`src/rtl/debounce_bank.sv`:
```
// rtl/debounce_bank.sv - multi-channel synchroniser plus tick-sampled counter debouncer
// A sout bit changes only after STABLE_CNT consecutive disagreeing tick samples.
module debounce_bank #(
    parameter int N_CH        = 4,
    parameter int STABLE_CNT  = 3,
    parameter int PRESCALE    = 1,
    parameter int SYNC_STAGES = 2
) (
    input  logic            clk,
    input  logic            reset,
    input  logic [N_CH-1:0] sin,
    output logic [N_CH-1:0] sout,
    output logic [N_CH-1:0] rise,
    output logic [N_CH-1:0] fall,
    output logic            tick
);

    localparam int PW = (PRESCALE > 1) ? $clog2(PRESCALE) : 1;
    localparam int CW = $clog2(STABLE_CNT + 1);
    localparam logic [PW-1:0] PRE_LAST = PW'(PRESCALE - 1);
    localparam logic [CW-1:0] CNT_LAST = CW'(STABLE_CNT - 1);

    logic [N_CH-1:0]         sync_q [SYNC_STAGES];
    logic [N_CH-1:0]         sync_d [SYNC_STAGES];
    logic [PW-1:0]           presc_q, presc_d;
    logic                    tick_q, tick_d;
    logic [N_CH-1:0][CW-1:0] cnt_q, cnt_d;
    logic [N_CH-1:0]         sout_q, sout_d;
    logic [N_CH-1:0]         rise_q, rise_d;
    logic [N_CH-1:0]         fall_q, fall_d;
    logic [N_CH-1:0]         s;

    always_comb begin
        sync_d[0] = sin;
        for (int j = 1; j < SYNC_STAGES; j++) begin
            sync_d[j] = sync_q[j-1];
        end
    end

    assign s = sync_q[SYNC_STAGES-1];

    // tick_q is registered from the next counter value so it is high exactly
    // while the counter holds PRESCALE-1.
    always_comb begin
        presc_d = (presc_q == PRE_LAST) ? '0 : presc_q + PW'(1);
        tick_d  = (presc_d == PRE_LAST);
    end

    always_comb begin
        cnt_d  = cnt_q;
        sout_d = sout_q;
        rise_d = '0;
        fall_d = '0;
        if (tick_q) begin
            for (int i = 0; i < N_CH; i++) begin
                if (s[i] == sout_q[i]) begin
                    cnt_d[i] = '0;
                end else if (cnt_q[i] >= CNT_LAST) begin
                    cnt_d[i]  = '0;
                    sout_d[i] = s[i];
                    rise_d[i] = s[i];
                    fall_d[i] = ~s[i];
                end else begin
                    cnt_d[i] = cnt_q[i] + CW'(1);
                end
            end
        end
    end

    always_ff @(posedge clk or posedge reset) begin
        if (reset) begin
            for (int j = 0; j < SYNC_STAGES; j++) begin
                sync_q[j] <= '0;
            end
            presc_q <= '0;
            tick_q  <= 1'b0;
            cnt_q   <= '0;
            sout_q  <= '0;
            rise_q  <= '0;
            fall_q  <= '0;
        end else begin
            for (int j = 0; j < SYNC_STAGES; j++) begin
                sync_q[j] <= sync_d[j];
            end
            presc_q <= presc_d;
            tick_q  <= tick_d;
            cnt_q   <= cnt_d;
            sout_q  <= sout_d;
            rise_q  <= rise_d;
            fall_q  <= fall_d;
        end
    end

    assign sout = sout_q;
    assign rise = rise_q;
    assign fall = fall_q;
    assign tick = tick_q;

endmodule

```
`config.mk`:
```
export PLATFORM = sky130hd
export DESIGN_NAME = debounce_bank
export DESIGN_NICKNAME = d
export VERILOG_FILES = /design/src/rtl/debounce_bank.sv
export SDC_FILE = /design/constraint.sdc
export NUM_CORES = 1
export LEC_CHECK = 0
export CORE_AREA = 2 2 48 50
export CTS_BUF_LIST = sky130_fd_sc_hd__clkbuf_2 sky130_fd_sc_hd__clkbuf_4 sky130_fd_sc_hd__clkbuf_8
export CTS_CLUSTER_SIZE = 10
export DETAILED_ROUTE_END_ITERATION = 16
export DIE_AREA = 0 0 50 52
export PLACE_DENSITY = 0.78
export SYNTH_ARGS = -nofsm -noshare
export SYNTH_HDL_FRONTEND = slang
export SYNTH_SLANG_ARGS = --single-unit
```
`constraint.sdc`:
```
create_clock -name clk -period 1.35 [get_ports clk]
set_input_delay 0.27 -clock clk [delete_from_list [all_inputs] [get_ports clk]]
set_output_delay 0.27 -clock clk [all_outputs]
set_load 0.005 [all_outputs]
```
; Word-level counts from Yosys, hierarchy flattened
; Index checks and enable logic that the tools add are counted.
[word_totals]
reg_bits = 30
word_cells = 67
[op_classes]
n_addsub = 5
magnitude_cmp = 4
eq_ne = 4
n_mux = 27
bitwise = 9
n_reduce_logical = 4
[ops]
columns = cell, n
row1 = $mux 1, 17
row2 = $mux 2, 8
row3 = $reduce_and 3->1, 4
row4 = $not 1->1, 9
row5 = $add 2x1->2 const B, 4
row6 = $ge 2x2->1 const B, 4
row7 = $mux 4, 2
row8 = $eq 1x1->1, 4
row9 = $add 1x1->1 const B, 1

; Longest topological paths before layout
[depth]
depth_word = 4
ltp_mapped = 4
depth_no_buf = 2

; Least setup slack after synthesis
; No wires, ideal clock.
[synth_path]
kind = reg2reg
from = register tick_q (netlist: tick)
to = register sout_q[1] (netlist: sout[1])
setup_time_ns = 0.125
arrival_ns = 0.954
required_time_ns = 1.225
path_slack_ns = 0.271
stages_incl_launch_ff = 4
path_buffers = 1
path_cell_list = dfrtp_1 -> buf_4 -> nand2_1 -> mux2_2
[synth_via]
elab_chain_len = 1
[synth_rtl]
columns = item, line
row1 = "start, declared", 26  ; logic tick_q, tick_d;
row2 = "start signal, assigned", 86  ; tick_q <= tick_d;
row3 = $reduce_and 3->1 (no source line), -
row4 = "end signal, assigned", 88  ; sout_q <= sout_d;
row5 = "end, declared", 28  ; logic [N_CH-1:0] sout_q, sout_d;
; Every way passes these cells.
; A chain may end at the register's enable or synchronous reset.

; Worst setup path after layout
[layout_path]
from = register tick_q (netlist: tick)
to = register sout_q[2] (netlist: sout[2])
; The elaborated chain is that of the path after synthesis.

==> key figures <==
Run status
  – Status: finished clean

Routing
  – Vias: approximately 690
  – Initial detailed-routing violation count: 9
  – Post-detailed-route count of antenna-violating nets: 0
  – Vias per inst: 5.08
  – Routed wl met3: 62 µm
  – Wire length per cell: 12.6 µm
  – Met2 wire length: slightly below 900 µm
  – Highest Signal Layer: met4
  – First drt pass iteration count: 4
  – Drc violations: 0
  – Met1 wire length: roughly 690 µm
  – Final wirelength: 1.70 mm

GRT
  – Congestion Overflow GR: 0
  – Total track usage: 0.165
  – First-pass GRT wire length: between 3 and 4 mm
  – Initial antenna violation count: 0
  – Largest net degree at the start of global routing: 30
  – Vias in the first global route: about 750

Clock network
  – Worst-Skew Late Latency: about 0.32 ns
  – CTS Buffer Depth: 2
  – H-tree depth: 2
  – Clk sinks: 29
  – Cts bufs inserted: 5
  – CTS tree: built
  – Clk pin slew, worst setup/hold paths: 0.08 ns
  – CTS root buffer: clkbuf_4

Setup path
  – WP data required: between 1.5 and 2 ns
  – Worst-path cell chain: buf_4 > buf_4 > nand2_1 > mux2_2
  – Startpoint Class: flop
  – R2R cell count: 4
  – Crit path max-delay cell type: dfrtp_1
  – Worst Setup EP: sout[2]$_DFFE_PP0P_
  – Crit-path most repeated cell: buf_4
  – Arrival time worst endpoint: around 1.5 ns
  – Critical path class: flop to flop
  – Crit Reg-Reg Startpoint: tick$_DFF_PP0_
  – CP Capture Type: flop
  – Critical Path Start: tick$_DFF_PP0_
  – Largest stage delay, worst path: 0.38 ns
  – Crit Reg-Reg Endpoint: sout[2]$_DFFE_PP0P_
  – Crit-path max FO: 20
  – Reg2Reg Setup Slack: approximately 0.060 ns

Finish
  – Register Area: around 730 µm²
  – Share of cells above drive strength 1: 0.206
  – Final net count: about 110
  – Area of the multi-input gates: just under 300 µm²
  – Area growth syn-to-layout: 29.1%
  – ANT cells: 0
  – Filler cell count: approximately 140

Synthesis
  – Register bit total from synthesis: 29
  – Top FF cell, synth: dfrtp_1
  – Synth cell count leaders: dfrtp_1 (29), inv_1 (9), nor3b_1 (8)
  – Top-area cell type share of the netlist area: 0.680
  – Async set-reset flop share out of synthesis: 1.00
  – Syn Area/Cell: between 10 and 15 µm²
  – Most frequent cell after synthesis: dfrtp_1
  – Syn Std Cell Area: around 0.0011 mm²
  – Syn nets: 83
  – Top cells by area, synth: dfrtp_1 (68%), nor3b_1 (5.6%), mux2_2 (4.2%)
  – Register area share after synthesis: 0.680
  – Cell count after synthesis: between 70 and 80
  – Synth unique cells: 12
  – EDFF count, synth: 0
  – Synth warn: 0
  – Cell taking the most area after synthesis: dfrtp_1

Timing
  – Fin Setup TNS: 0 ns
  – Final Hold Fails: 0
  – Worst setup margin: between 0.06 and 0.07 ns
  – Max Clk Rate: approximately 780 MHz
  – Clock Skews: between 0.003 and 0.004 ns
  – RSZ-0062 raised after global routing: false
  – Max Transition Viols Final: 0
  – Tmin final: roughly 1.3 ns
  – Final setup fails: 0
  – Final period utilization: 0.956

Pwr
  – PwrDens: 1750 mW/mm²
  – Peak VDD IR: 1480 µV
  – Static leakage: between 0.6 and 0.7 nW
  – Total Power: around 0.0024 W

Placement
  – Worst slack at placement: 0.159 ns
  – Routability cong.: roughly 0.66
  – HPWL Detailed: between 1 and 1.5 mm
  – PortBufs: 18

Run
  – Max-Cap Viols: 0

Floorplanning
  – Die ar.: 0.00260 mm²
  – IO Pins: 19
  – Die height: roughly 52 µm
  – Initial Util: 0.507
  – Row count: 17
  – DIE WIDTH: 50 µm
  – Core area: 0.00211 mm²

Hold path
  – Min-Delay Path Class: primary input to async pin
## layer usage
layer | vias to the layer above | track usage
met5 | - | 0
met4 | 0 | 0.148
met3 | 9 | 0.0661
met2 | 15 | 0.276
met1 | 345 | 0.155
li1 | 317 | -
## cell type report
cell class / count / share of cell area
Sequential cell: 29 / 0.527
Inverter: 9 / 0.0245
Clock buffer: 7 / 0.0427
Tap cell: 28 / 0.0254
Timing Repair Buffer: 25 / 0.166
Multi-Input combinational cell: 37 / 0.214
## power breakdown
| part | total (W) | leakage, nW | internal, W | switching [W] |
|---|---|---|---|---|
| clock | 0.000535 | 0.0348 | 0.000265 | 0.000270 |
| combinational | 0.000707 | 0.252 | 0.000409 | 0.000299 |
| sequential | 0.00117 | 0.369 | 0.00105 | 0.000118 |
| total | 0.00241 | 0.657 | 0.00172 | 0.000686 |
## metrics by stage
step | std cells | cell area, µm² | util | hold WS, ns
final | 135 | 1380 | 0.654 | 0.284
after global routing | 135 | 1380 | 0.654 | 0.307
after CTS | 135 | 1380 | 0.653 | 0.290
after detailed placement | 123 | 1290 | 0.615 | 0.337
after global placement | 123 | 1290 | 0.615 | 0.335
after floorplan | 77 | 1070 | - | 0.301
## flip-flops by register name (all words and copies together) (netlist names)
| register | count |
|---|---|
| sout | 4 |
| tick | 1 |
| sync_d | 4 |
| cnt_q | 8 |
| rise | 4 |
| fall | 4 |
| s | 4 |
## what timing repair did
action                     CTS  global route
gates resized for setup     13             1
hold endpoints to repair     0             0
hold buffers                 0             0
setup buffers                5             0
setup endpoints to repair   13             1
## layout by cell type, fill, tap and decap left out
| cell | instances |
|---|---|
| nand2_2 | 1 |
| conb_1 | 1 |
| buf_12 | 1 |
| nand3b_1 | 4 |
| inv_1 | 9 |
| xnor2_1 | 4 |
| mux2_2 | 4 |
| o22ai_2 | 3 |
| clkbuf_8 | 1 |
| dlygate4sd2_1 | 13 |
| nand2_1 | 3 |
| or3b_1 | 4 |
| nor3b_1 | 8 |
| dfrtp_1 | 29 |
| o22ai_1 | 5 |
| clkdlybuf4s50_1 | 5 |
| buf_4 | 6 |
| clkbuf_4 | 6 |
## worst min path at each step
stage                              from                    to
finish                            reset  cnt_q[1]$_DFFE_PP0P_
global placement    sync_d[0]$_DFF_PP0_        s[0]$_DFF_PP0_
detailed placement  sync_d[3]$_DFF_PP0_        s[3]$_DFF_PP0_
global route                      reset  cnt_q[4]$_DFFE_PP0P_
floorplan                        sin[0]   sync_d[0]$_DFF_PP0_
CTS                               reset   sync_d[3]$_DFF_PP0_
## kinds of logic (layout without fill, tap and decap cells)
| logic type | after synthesis | in the layout | synth area share |
|---|---|---|---|
| DFF | 29 | 29 | 0.680 |
| and+or+nand+nor | 20 | 20 | 0.131 |
| buffers and inverters | 11 | 41 | 0.0457 |
| AOI/OAI and AO/OA | 8 | 8 | 0.0645 |
| muxes | 4 | 4 | 0.0422 |
| other | 1 | 1 | 0.00351 |
| xor gates and xnor gates | 4 | 4 | 0.0328 |
## worst max-delay path: cells and delay by family, from the launching register on
kind          cells  cell delay (ns)
buf+inv           2             0.32
flops             1             0.38
mux               1             0.34
simple gates      1             0.13
(Power assumes the default switching activity.)
